==> config.mk <==
export PLATFORM = sky130hd
export DESIGN_NAME = ram_rd_arb
export DESIGN_NICKNAME = d
export VERILOG_FILES = /design/src/rtl/ram_ctrl_pkg.sv /design/src/rtl/rr_arb2.sv /design/src/rtl/ram_rd_arb.sv
export SDC_FILE = /design/constraint.sdc
export NUM_CORES = 1
export LEC_CHECK = 0
export CAP_MARGIN = 20
export CORE_MARGIN = 1
export CORE_UTILIZATION = 35
export CTS_CLUSTER_DIAMETER = 100
export DETAILED_ROUTE_END_ITERATION = 10
export SYNTH_ARGS = -nofsm -noshare
export SYNTH_HDL_FRONTEND = slang
export SYNTH_HIERARCHICAL = 1
export SYNTH_SLANG_ARGS = --single-unit
==> constraint.sdc <==
create_clock -name clk -period 3.84 [get_ports clk]
set_input_delay 0.384 -clock clk [delete_from_list [all_inputs] [get_ports clk]]
set_output_delay 0.384 -clock clk [all_outputs]
set_load 0.05 [all_outputs]
==> src/rtl/ram_ctrl_pkg.sv <==
// Shared definitions for the RAM read-side controllers: default widths and FSM states.
package ram_ctrl_pkg;

    localparam int unsigned RAM_ADDR_W = 5;
    localparam int unsigned RAM_DATA_W = 8;

    typedef enum logic [1:0] {
        IDLE  = 2'd0,
        BURST = 2'd1,
        DRAIN = 2'd2
    } rd_state_e;

endpackage

==> src/rtl/rr_arb2.sv <==
// Two-way round-robin selector: on a tie the requester not granted last wins.
module rr_arb2 (
    input  logic [1:0] req_i,
    input  logic       last_i,
    output logic [1:0] win_o
);

    // One-hot winner; a tie is resolved away from the previous owner
    always_comb begin
        win_o = '0;
        case (req_i)
            2'b01:   win_o = 2'b01;
            2'b10:   win_o = 2'b10;
            2'b11:   win_o = last_i ? 2'b01 : 2'b10;
            default: win_o = '0;
        endcase
    end

endmodule

==> src/rtl/ram_rd_arb.sv <==
// Two-requester burst read arbiter in front of a single-port synchronous RAM.
// A granted requester gets L consecutive reads (len clamped to 2^ADDR_W) with
// wrapping addresses; read data is qualified per requester by rd_vld.
module ram_rd_arb
    import ram_ctrl_pkg::*;
#(
    parameter int unsigned ADDR_W = RAM_ADDR_W,
    parameter int unsigned DATA_W = RAM_DATA_W
) (
    input  logic              clk,
    input  logic              rst_n,
    input  logic [1:0]        req,
    input  logic [ADDR_W-1:0] start_addr0,
    input  logic [ADDR_W-1:0] start_addr1,
    input  logic [ADDR_W:0]   len0,
    input  logic [ADDR_W:0]   len1,
    output logic [1:0]        gnt,
    output logic [1:0]        rd_vld,
    output logic [DATA_W-1:0] rd_data,
    output logic [1:0]        done,
    output logic              ram_rd_en,
    output logic [ADDR_W-1:0] ram_rd_addr,
    input  logic [DATA_W-1:0] ram_rd_data
);

    localparam logic [ADDR_W:0] MAX_LEN = {1'b1, {ADDR_W{1'b0}}};
    localparam logic [ADDR_W:0] ONE     = {{ADDR_W{1'b0}}, 1'b1};

    rd_state_e         state_q;
    logic              last_q;
    logic              owner_q;
    logic [ADDR_W-1:0] addr_q;
    logic [ADDR_W:0]   rem_q;
    logic [1:0]        gnt_q;
    logic [1:0]        rd_vld_q;
    logic [1:0]        done_q;
    logic              ram_rd_en_q;
    logic [ADDR_W-1:0] ram_rd_addr_q;

    logic [1:0]        win_d;
    logic              win_idx_d;
    logic [ADDR_W-1:0] sel_addr_d;
    logic [ADDR_W:0]   sel_len_raw_d;
    logic [ADDR_W:0]   sel_len_d;
    logic [1:0]        owner_oh_d;

    rr_arb2 u_rr_arb2 (
        .req_i  (req),
        .last_i (last_q),
        .win_o  (win_d)
    );

    // Winner's burst parameters, length clamped to the address space
    always_comb begin
        win_idx_d     = win_d[1];
        sel_addr_d    = win_idx_d ? start_addr1 : start_addr0;
        sel_len_raw_d = win_idx_d ? len1 : len0;
        sel_len_d     = (sel_len_raw_d > MAX_LEN) ? MAX_LEN : sel_len_raw_d;
        owner_oh_d    = {owner_q, ~owner_q};
    end

    // Burst FSM with registered outputs; rd_vld is ram_rd_en delayed one cycle
    always_ff @(posedge clk or negedge rst_n) begin
        if (!rst_n) begin
            state_q       <= IDLE;
            last_q        <= 1'b1;
            owner_q       <= 1'b0;
            addr_q        <= '0;
            rem_q         <= '0;
            gnt_q         <= '0;
            rd_vld_q      <= '0;
            done_q        <= '0;
            ram_rd_en_q   <= 1'b0;
            ram_rd_addr_q <= '0;
        end else begin
            gnt_q       <= '0;
            done_q      <= '0;
            ram_rd_en_q <= 1'b0;
            rd_vld_q    <= ram_rd_en_q ? owner_oh_d : 2'b00;
            case (state_q)
                IDLE: begin
                    if (|req) begin
                        gnt_q   <= win_d;
                        owner_q <= win_idx_d;
                        last_q  <= win_idx_d;
                        addr_q  <= sel_addr_d;
                        rem_q   <= sel_len_d;
                        state_q <= BURST;
                    end
                end
                BURST: begin
                    // Zero-length burst completes straight away with no RAM access
                    if (rem_q == '0) begin
                        done_q  <= owner_oh_d;
                        state_q <= IDLE;
                    end else begin
                        ram_rd_en_q   <= 1'b1;
                        ram_rd_addr_q <= addr_q;
                        addr_q        <= addr_q + 1'b1;
                        rem_q         <= rem_q - ONE;
                        if (rem_q == ONE) begin
                            state_q <= DRAIN;
                        end
                    end
                end
                DRAIN: begin
                    // Final read data returns now, so done lines up with the last rd_vld
                    done_q  <= owner_oh_d;
                    state_q <= IDLE;
                end
                default: state_q <= IDLE;
            endcase
        end
    end

    assign gnt         = gnt_q;
    assign rd_vld      = rd_vld_q;
    assign done        = done_q;
    assign ram_rd_en   = ram_rd_en_q;
    assign ram_rd_addr = ram_rd_addr_q;
    assign rd_data     = ram_rd_data;

endmodule

==> impl_metrics.toml <==
[yosys]
muxShareOfSynthArea_pct = 7.419
synth_top_family_by_area = "compound AO/OA/AOI/OAI gates"
synth_cells = 165
yosys.area_share.simple_pct = 16.89
synth_compound_gate_area_share_pct = 18.39
syn_avg_cell_area_um2 = 9.608
synth.distinct_cells = 44
synth_xor_area_share_pct = 0
ys_warn_count = 6
ys_seq_area_share_pct = 42.70
synth_edf_count = 0
synth_ff_type = "dfrtp_1"
ys_seq_elements = 27
synth_fp_nets = 206
synthAdderAreaFrac_pct = 5.525
synthesis.area_mm2 = 0.001585
async_flop_share_pct = 100.0

[clock_network]
cts_max_path_buffers = 2
cts_root_buffer = "clkbuf_8"
tritoncts = "built"
cts_resized = 0
clk_latency_ns = 0.28
cts_max_level = 1
cts_buffers = 3
cts.clk_slew.worst_paths_ns = 0.10
cts_setup_buffers = 0
hold_buffers = 0
cts_sinks = 27

[power_and_ir_drop]
powerDensity_mw_per_mm2 = 816.8
p_leak_nw = 0.8809
max-vdd-ir-drop_v = 0.0002462

[drt]
routed_via_density = 5.255
drtIter0Drc = 97
ant_nets = 0
wl_per_cell_um = 14.27
firstDrtPassIters = 4
drc = 0
routed-via-count = 1298
wl_um = 3524

[critical_path]
worst_path_largest_cell_delay_ns = 0.53
end_kind = "register"
crit_arrival_ns = 2.38
critPathSlowestCell = "or3b_2"
cp_max_fo = 21
cp.required_ns = 4.00
cp_cell_sequence = "inv_1 > ha_1 > or3b_2 > o221ai_2 > buf_4 > o21ai_0 > a221o_1"
critical_path_class = "register to register"
critPathLaunchType = "register"

[finish]
fillers = 412
multiInputGateArea_um2 = 764.5
ff_latch_area_um2 = 676.9
drive_above_1_share_pct = 11.79
num_antenna_cells = 0
finalInstanceArea_mm2 = 0.002002
final_nets = 237
area_delta_synth_final_pct = 26.28

[timing]
tns_ns = 0
min_period_over_period_pct = 57.81
fin_crit_ns = 2.220
fmax_ghz = 0.4504
rsz0062_at_grt = "no"
clock_skew_ns = 0.005098
relSlewSlack_pct = 66.98
setup_viol = 0
hold_viol_final = 0
tightestPinTransition_ns = 0.4937
slew_violations = 0

[global_routing]
grt_pass1_wl_um = 6168
grt_antenna_before_repair = 0
grt_pass1_vias = 1378
overflow = 0
grt_max_degree = 28
grt_util_all_layers_pct = 15.71

[hold_path]
hold_path_class = "input pin to asynchronous set/reset pin"

[flow_run]
maxCapViolCount = 0

[placement]
dp_hpwl_um = 2626
io_buffers = 37
place_area_mm2 = 0.001956
gp_congestion = 0.7356

[floorplan]
dieArea_mm2 = 0.004802
die_y_um = 69.30
initial_core_util_pct = 36.41
dieWidth_um = 69.30
io_pins = 54
fp-row-count = 24
core_area_mm2 = 0.004354

[outcome]
status = "complete, no violations"
## synthesized netlist by cell type (all sizes together) (4+ instances only)
master,count,area [µm²]
nand3,6,30.03
inv,13,48.80
clkbuf,5,18.77
mux2i,5,50.05
buf,10,76.32
nor2,10,37.54
ha,7,87.58
mux2,6,67.56
o21ai,11,55.05
nand2,15,56.30
a21oi,5,25.02
a211o,4,35.03
dfrtp,26,650.6
## report_power, final
part | internal, W | switching [W] | leakage [nW]
clock network | 0.0000729 | 0.0000950 | 0.0255
logic | 0.000396 | 0.000546 | 0.521
registers | 0.000416 | 0.000109 | 0.334
total | 0.000885 | 0.000750 | 0.881
## flip-flops by register name, indices dropped and copies added, names as in the netlist
register,cells
rem_q,6
addr_q,5
ram_rd_addr,5
done,2
gnt,2
rd_vld,2
state_q,2
last_q,1
owner_q,1
ram_rd_en,1
## path summary, 6_finish.rpt
path | endpoint | start | cells past startpoint | slack (ns)
max | rem_q[5]$_DFFE_PN0P_ | state_q[1]$_DFFE_PN0P_ | 7 | 1.62
min | ram_rd_en$_DFF_PN0_ | rst_n | 2 | 0.47
max reg2reg | rem_q[5]$_DFFE_PN0P_ | state_q[1]$_DFFE_PN0P_ | 7 | 1.62
min reg2reg | last_q$_DFFE_PN1P_ | last_q$_DFFE_PN1P_ | 2 | 0.48
max in group asynchronous | last_q$_DFFE_PN1P_ | rst_n | 2 | 3.06
min in group clk | last_q$_DFFE_PN1P_ | last_q$_DFFE_PN1P_ | 2 | 0.48
## layer usage
| metal | up-vias | wire, µm | global-route usage, % | share of wire [%] |
|---|---|---|---|---|
| met2 | 43 | 1710 | 26.43 | 49 |
| met3 | 4 | 185 | 3.488 | 5.2 |
| met1 | 612 | 1584 | 19.63 | 45 |
| met4 | 0 | 44 | 5.896 | 1.2 |
| li1 | 639 | - | - | - |
| met5 | - | 0 | 0 | 0 |
## cells in the final DEF (no fill, tap or decap), drive strengths merged, types with 3 or more instances in the layout
cell,instances
a21oi,5
nor4,3
or2,3
ha,7
dfrtp,26
a221oi,3
clkdlybuf4s50,37
a211oi,3
nand2,15
a211o,4
clkbuf,3
nor2,10
a31oi,3
nor2b,3
buf,4
mux2,6
o21ai,11
inv,13
mux2i,5
nand3,6
## cell type report
cell class              count  share of cell area [%]
clock inverters             1                  0.2500
well taps                  52                   3.250
clock buffers               3                   2.063
multi-input cells         110                   38.19
repair buffers             41                   20.00
flip-flops and latches     27                   33.81
inverters                  13                   2.437
## stage by stage
stage | instances | hold WS, ns | util [%] | worst slack, ns | power (W)
after CTS | 247 | 0.4859 | 45.98 | 1.629 | 0.001647
after floorplan | 165 | 0.08841 | - | 1.954 | 0.001237
final | 247 | 0.4694 | 45.98 | 1.620 | 0.001635
after detailed placement | 243 | 0.4715 | 44.91 | 1.538 | 0.001477
after global routing | 247 | 0.4931 | 45.98 | 1.524 | 0.001772
after global placement | 243 | 0.4545 | 44.91 | 1.600 | 0.001441
## critical path: cells and delay by family, from the launching register on
kind                     cells  cell delay, ns
AND/OR/NAND/NOR              1            0.53
AO/OA/AOI/OAI                3            0.52
adder cells (fa/ha/maj)      1            0.28
buffers and inverters        2            0.36
flip-flops                   1            0.41
## kinds of logic (layout without fill, tap and decap cells)
group	count (synthesis)	count (layout)
AND/OR/NAND/NOR	51	51
AO/OA/AOI/OAI	41	41
buffers and inverters	28	58
flip-flops	27	27
multiplexers	11	11
adder cells (fa/ha/maj)	7	7
Note: power is estimated with default switching activity, not from simulation.
